==> src/rtl/eeprom_pkg.sv <==
// ============================================================================
// Module  : eeprom_pkg
// Brief   : Shared types and sizes for the EEPROM arbiter slice.
// Revision: 1.0  initial release
// ============================================================================
`default_nettype none

package eeprom_pkg;

  localparam int EEPROM_ADDR_W = 11;
  localparam int EEPROM_DATA_W = 8;

  typedef enum logic [1:0] {
    IDLE     = 2'd0,
    ISSUE    = 2'd1,
    WAIT_ACK = 2'd2,
    DONE     = 2'd3
  } state_t;

  typedef struct packed {
    logic                     we;
    logic [EEPROM_ADDR_W-1:0] addr;
    logic [EEPROM_DATA_W-1:0] wdata;
  } cmd_t;

  // One-hot port mask from a port index.
  function automatic logic [1:0] port_onehot(input logic idx);
    return idx ? 2'b10 : 2'b01;
  endfunction

endpackage

`default_nettype wire

==> src/rtl/eeprom_rr_arb2.sv <==
// ============================================================================
// Module  : eeprom_rr_arb2
// Brief   : Two-input round-robin grant. The last-served pointer resets to
//           port 1 so port 0 wins the first contention; it updates whenever
//           a grant is issued.
// Revision: 1.0  initial release
// ============================================================================
`default_nettype none

module eeprom_rr_arb2 (
  input  logic       CLK,
  input  logic       RESET,
  input  logic [1:0] req,
  input  logic       grant_en,
  output logic [1:0] grant
);

  logic last_r;

  // Combinational grant: single requester wins, contention goes to the port not last served.
  always_comb begin
    grant = 2'b00;
    if (grant_en) begin
      case (req)
        2'b01:   grant = 2'b01;
        2'b10:   grant = 2'b10;
        2'b11:   grant = last_r ? 2'b01 : 2'b10;
        default: grant = 2'b00;
      endcase
    end
  end

  // Last-served pointer, updated on every grant.
  always_ff @(posedge CLK) begin
    if (RESET) begin
      last_r <= 1'b1;
    end else if (|grant) begin
      last_r <= grant[1];
    end
  end

endmodule

`default_nettype wire

==> src/rtl/eeprom_arbiter.sv <==
// ============================================================================
// Module  : eeprom_arbiter
// Brief   : Two-port round-robin arbiter and sequencer in front of the I2C
//           EEPROM read/write engine. Optional command timeout is enabled
//           by defining EEPROM_ARB_TIMEOUT_EN.
// Revision: 1.0  initial release
// ============================================================================
`default_nettype none

module eeprom_arbiter
  import eeprom_pkg::*;
#(
  parameter logic [15:0] TIMEOUT = 16'd4000
) (
  input  logic                     CLK,
  input  logic                     RESET,
  input  logic [1:0]               req_i,
  input  logic [1:0]               we_i,
  input  logic [EEPROM_ADDR_W-1:0] addr0_i,
  input  logic [EEPROM_ADDR_W-1:0] addr1_i,
  input  logic [EEPROM_DATA_W-1:0] wdata0_i,
  input  logic [EEPROM_DATA_W-1:0] wdata1_i,
  output logic [1:0]               done_o,
  output logic                     err_o,
  output logic [EEPROM_DATA_W-1:0] rdata_o,
  output logic                     busy_o,
  output logic                     WR,
  output logic                     RD,
  output logic [EEPROM_ADDR_W-1:0] ADDR,
  output logic [EEPROM_DATA_W-1:0] eng_wdata_o,
  output logic                     eng_wdata_oe,
  input  logic [EEPROM_DATA_W-1:0] eng_rdata_i,
  input  logic                     ACK
);

  state_t     state, state_nx;
  cmd_t       cmd_r;
  logic       winner_r;
  logic [1:0] grant;
  logic       timeout_hit;
  logic       err_flag;

  eeprom_rr_arb2 u_arb (
    .CLK      (CLK),
    .RESET    (RESET),
    .req      (req_i),
    .grant_en (state == IDLE),
    .grant    (grant)
  );

`ifdef EEPROM_ARB_TIMEOUT_EN
  logic [15:0] tmo_cnt;
  logic        err_r;

  // Expiry fires on the TIMEOUT-th WAIT_ACK cycle, so DONE lands exactly
  // TIMEOUT cycles after WAIT_ACK entry.
  assign timeout_hit = (state == WAIT_ACK) && (tmo_cnt == TIMEOUT - 16'd1);
  assign err_flag    = err_r;

  // Cycle counter: zeroed in ISSUE, counts while waiting for ACK; err flag records a timeout exit.
  always_ff @(posedge CLK) begin
    if (RESET) begin
      tmo_cnt <= 16'd0;
      err_r   <= 1'b0;
    end else begin
      if (state == ISSUE) begin
        tmo_cnt <= 16'd0;
        err_r   <= 1'b0;
      end else if (state == WAIT_ACK) begin
        tmo_cnt <= tmo_cnt + 16'd1;
        if (timeout_hit && !ACK) err_r <= 1'b1;
      end
    end
  end
`else
  logic unused_timeout;
  assign unused_timeout = ^TIMEOUT;
  assign timeout_hit    = 1'b0;
  assign err_flag       = 1'b0;
`endif

  // State register.
  always_ff @(posedge CLK) begin
    if (RESET) state <= IDLE;
    else       state <= state_nx;
  end

  // Next-state logic; DONE never grants, leaving a one-cycle gap between commands.
  always_comb begin
    state_nx = state;
    case (state)
      IDLE:     if (|grant) state_nx = ISSUE;
      ISSUE:    state_nx = WAIT_ACK;
      WAIT_ACK: if (ACK || timeout_hit) state_nx = DONE;
      DONE:     state_nx = IDLE;
      default:  state_nx = IDLE;
    endcase
  end

  // Command register and winner, latched at grant.
  always_ff @(posedge CLK) begin
    if (RESET) begin
      cmd_r    <= '0;
      winner_r <= 1'b0;
    end else if (|grant) begin
      winner_r    <= grant[1];
      cmd_r.we    <= grant[1] ? we_i[1]  : we_i[0];
      cmd_r.addr  <= grant[1] ? addr1_i  : addr0_i;
      cmd_r.wdata <= grant[1] ? wdata1_i : wdata0_i;
    end
  end

  // Read data captured in the ACK cycle of a read; held until the next read completes.
  always_ff @(posedge CLK) begin
    if (RESET) begin
      rdata_o <= '0;
    end else if (state == WAIT_ACK && ACK && !cmd_r.we) begin
      rdata_o <= eng_rdata_i;
    end
  end

  // Engine command and requester status outputs decoded from state and command register.
  always_comb begin
    WR           = 1'b0;
    RD           = 1'b0;
    eng_wdata_oe = 1'b0;
    eng_wdata_o  = '0;
    ADDR         = cmd_r.addr;
    done_o       = 2'b00;
    err_o        = 1'b0;
    busy_o       = (state != IDLE);
    if (state == ISSUE || state == WAIT_ACK) begin
      WR           = cmd_r.we;
      RD           = ~cmd_r.we;
      eng_wdata_oe = cmd_r.we;
      eng_wdata_o  = cmd_r.we ? cmd_r.wdata : '0;
    end
    if (state == DONE) begin
      done_o = port_onehot(winner_r);
      err_o  = err_flag;
    end
  end

endmodule

`default_nettype wire

==> config.mk <==
export PLATFORM = sky130hd
export DESIGN_NAME = eeprom_arbiter
export DESIGN_NICKNAME = d
export VERILOG_FILES = /design/src/rtl/eeprom_pkg.sv /design/src/rtl/eeprom_rr_arb2.sv /design/src/rtl/eeprom_arbiter.sv
export SDC_FILE = /design/constraint.sdc
export NUM_CORES = 1
export LEC_CHECK = 0
export CORE_UTILIZATION = 40
export DETAILED_ROUTE_END_ITERATION = 8
export PLACE_DENSITY = 0.81
export RECOVER_POWER = 50
export SKIP_CTS_REPAIR_TIMING = 1
export SYNTH_ARGS = -nofsm -noshare
export SYNTH_HDL_FRONTEND = slang
export SYNTH_SLANG_ARGS = --single-unit
==> constraint.sdc <==
create_clock -name CLK -period 2 [get_ports CLK]
set_clock_uncertainty 0.15 [all_clocks]
set_input_delay 0.3 -clock CLK [delete_from_list [all_inputs] [get_ports CLK]]
set_output_delay 0.3 -clock CLK [all_outputs]
set_load 0.02 [all_outputs]
==> implementation parameters <==
Parameter                              Value

Job
  Count of max-cap constraint violations ... 0

Timing
  Worst slew margin relative to its limit ... 67.1%
  Period minus WS final ... slightly below 2000 ps
  Final Hold Viols ... 0
  Number of slew-limit violations in the final report ... 0
  Final Setup Violations ... 0
  RSZ-0062 raised after global routing ... no
  Transition time at the pin with the least slew margin ... between 400 and 500 ps
  Final worst slack ... around 70 ps
  Period utilisation layout ... between 90% and 100%
  WHS ... roughly 340 ps
  FMAX ... approximately 0.52 GHz

Floorplan
  Placement row count ... 23
  Die Area ... 0.00451 mm²
  Die H ... around 67 µm
  IO Pins ... 87
  Area of the placeable core ... between 0.004 and 0.005 mm²
  Initial standard-cell utilization of the core ... between 40% and 50%
  Die Width ... 67.2 µm

GRT
  Wire length of the first global-routing pass ... 7.37 mm
  Number of global-route vias before repair ... 1594
  GRT Residual Overflow ... 0
  Fraction of met2 tracks used by global routing ... roughly a third
  Routing layer with the top usage in global route ... met2
  Global-route usage over all layers ... 21.6%
  Largest net degree at the start of global routing ... 21
  Number of antenna violations at the first check in global routing ... 0
  Met3 capacity usage during global routing ... about 5.2%
  GR met1 Demand/Resource ... 28.0%

Yosys
  Library cells used by synthesis ... 27
  Number of synthesized register bits ... 32
  Sequential-to-total area share from yosys stat ... a little under two fifths
  Synth cell count leaders ... 32 x sky130_fd_sc_hd__dfxtp_1, 24 x sky130_fd_sc_hd__inv_1, 19 x sky130_fd_sc_hd__a2111oi_0
  Predominant post-synthesis flop cell ... sky130_fd_sc_hd__dfxtp_1
  Post-synthesis cell area ... 0.00170 mm²
  Number of warning messages in the yosys log ... 0
  Average size of a mapped cell ... 8.63 µm²
  Total nets after synthesis ... roughly 250
  Top area cells in the synthesized netlist ... sky130_fd_sc_hd__dfxtp_1 38%, sky130_fd_sc_hd__a2111oi_0 9.8%, sky130_fd_sc_hd__a211oi_1 7.1%, sky130_fd_sc_hd__buf_4 5.7%, sky130_fd_sc_hd__o21ai_0 5.3%
  Top-count cell post-synth ... sky130_fd_sc_hd__dfxtp_1
  Fraction of registers with async set or reset after synthesis ... 0%
  Fraction of post-synthesis cell area in the top cell type by area ... 37.7%
  Number of synthesized flops with an enable pin ... 0
  Synth area leader ... sky130_fd_sc_hd__dfxtp_1
  Number of instances in the synthesized netlist ... just under 200

Critical path
  Count of cells along the worst register-to-register path ... 6
  Launch point of the critical path ... state[0]
  Class of the most critical setup path ... reg -> out
  Critical Path Sink ... eng_wdata_o[7]
  CP arrival ... 1480 ps
  Worst flop-to-flop path endpoint ... cmd_r[3]
  Type of element launching the critical path ... flop
  Startpoint of the worst register-to-register path ... state[0]
  WP data required ... about 1600 ps
  Highest fanout seen on the critical path ... 11
  Register-to-register setup slack ... 270 ps
  Endpoint kind of the worst setup timing path ... output pin

Cells and area
  Post-layout net count ... ~330
  Area growth from synthesis to layout ... 56.4%
  Diode count ... 0
  Fraction of layout cells with a size suffix above 1 ... ~11%
  Final cell count without fillers ... about 330

Placed design
  Routability-driven placement congestion ratio ... between 0.8 and 0.9
  HPWL Detailed ... ~3.4 mm
  Worst setup timing slack at the placement stage ... -71.9 ps
  PortBufs ... 85
  Cell total after placement ... 320

Route
  Average via count per standard cell ... roughly 5.3
  Final wirelength ... around 4.5 mm
  Antenna Violating Nets Remaining ... 0
  DR WL/cell ... approximately 14 µm
  Iter 0 DRT Violations ... 150
  DR DRC count ... 0
  Total via count after detailed routing ... ~1700
  Drt pass-1 iters ... 4

Clock network
  Root buf cell ... sky130_fd_sc_hd__clkbuf_8
  Number of sinks driven by the clock tree ... 32
  Clock slew seen by the registers of the worst setup and hold paths ... around 60 ps
  Longest Clk Path Bufs ... 2
  Number of buffers created by CTS ... 5
  Count of H-tree levels built during CTS ... 2
  TritonCTS clock tree ... yes
  Clock latency on the worst-skew pair ... ~280 ps

Run status
  Status ... complete, no violations

Power and ir drop
  Static leakage ... between 1 and 1.5 nW
  Worst IR drop on VDD ... a little under 0.6 mV
  Power density over the cells ... 1090 mW/mm²

Min path
  Hold/Removal Path Class ... reg -> reg
[area by class of cell]
cell class	count	area, µm²
fill	360	1370
timing repair buffer	103	985
multi-input combinational	111	790
sequential	32	641
clock buffer	8	90.1
inverter	24	90.1
tap	50	62.6
[per-stage QoR]
step	util, %	total power, mW	cell area (µm²)	TNS, ps
2_1_floorplan	-	1.91	1700	0
3_3_place_gp	63.9	2.44	2570	-344
3_5_place_dp	63.9	2.47	2570	-712
4_1_cts	66.1	2.98	2660	-4500
5_1_grt	66.0	3.09	2660	0
6_report	66.0	2.88	2660	0
[placed cells by master (no fill, tap or decap), types with 2 or more instances in the layout]
master / netlist / routed
sky130_fd_sc_hd__o21a_1: 3 / 3
sky130_fd_sc_hd__a211oi_1: 16 / 16
sky130_fd_sc_hd__dlymetal6s2s_1: 0 / 10
sky130_fd_sc_hd__mux2i_1: 8 / 8
sky130_fd_sc_hd__and3_1: 8 / 8
sky130_fd_sc_hd__inv_1: 24 / 24
sky130_fd_sc_hd__buf_4: 13 / 16
sky130_fd_sc_hd__a2111oi_0: 19 / 20
sky130_fd_sc_hd__dfxtp_1: 32 / 32
sky130_fd_sc_hd__nor3b_1: 2 / 2
sky130_fd_sc_hd__a2111oi_1: 3 / 3
sky130_fd_sc_hd__nand3_1: 2 / 2
sky130_fd_sc_hd__clkbuf_1: 11 / 3
sky130_fd_sc_hd__nor2b_1: 3 / 3
sky130_fd_sc_hd__clkdlybuf4s50_1: 0 / 51
sky130_fd_sc_hd__nand2_1: 3 / 3
sky130_fd_sc_hd__nor2_1: 13 / 13
sky130_fd_sc_hd__dlygate4sd3_1: 0 / 20
sky130_fd_sc_hd__clkbuf_2: 1 / 5
sky130_fd_sc_hd__clkbuf_8: 0 / 6
sky130_fd_sc_hd__and2_1: 2 / 2
sky130_fd_sc_hd__ha_1: 4 / 3
sky130_fd_sc_hd__o21ai_0: 18 / 18
[cell families after synthesis]
family | Yosys count | synth area share [%]
compound gates | 63 | 27.9
flops | 32 | 37.7
simple gates | 35 | 10.9
buf+inv | 54 | 15.6
mux | 8 | 4.71
other cells | 1 | 0.221
fa+ha+maj | 4 | 2.95
[registers in the layout, indices dropped and copies added, names as in the netlist]
signal and flops:
winner_r 1, ADDR 11, cmd_r 9, u_arb.last_r 1, state 2, rdata_o 8
[report_power, final]
part | switching (mW) | internal [mW] | total, mW
registers | 0.118 | 0.849 | 0.967
clock network | 0.225 | 0.280 | 0.505
logic | 0.765 | 0.648 | 1.41
[layer usage]
| metal | wire length (µm) | vias to the layer above |
|---|---|---|
| met4 | 88 | 0 |
| li1 | - | 862 |
| met5 | 0 | - |
| met3 | 380 | 7 |
| met2 | 2080 | 71 |
| met1 | 1990 | 790 |
[worst min path at each step]
stage            startpoint           end  slack (ps)  cells after the start
6_report         rdata_o[6]    rdata_o[6]         340                      2
5_1_grt          rdata_o[4]    rdata_o[4]         370                      2
4_1_cts        u_arb.last_r  u_arb.last_r         340                      2
3_5_place_dp   u_arb.last_r  u_arb.last_r         330                      2
3_3_place_gp   u_arb.last_r  u_arb.last_r         310                      2
2_1_floorplan         RESET       ADDR[8]         220                      1
[worst max-delay path, stage by stage (launching register included)]
cell and delay [ps]:
sky130_fd_sc_hd__dfxtp_1 340, sky130_fd_sc_hd__inv_1 60, sky130_fd_sc_hd__ha_2 410, sky130_fd_sc_hd__and3_1 170, sky130_fd_sc_hd__dlymetal6s2s_1 210
(Power assumes the default switching activity.)
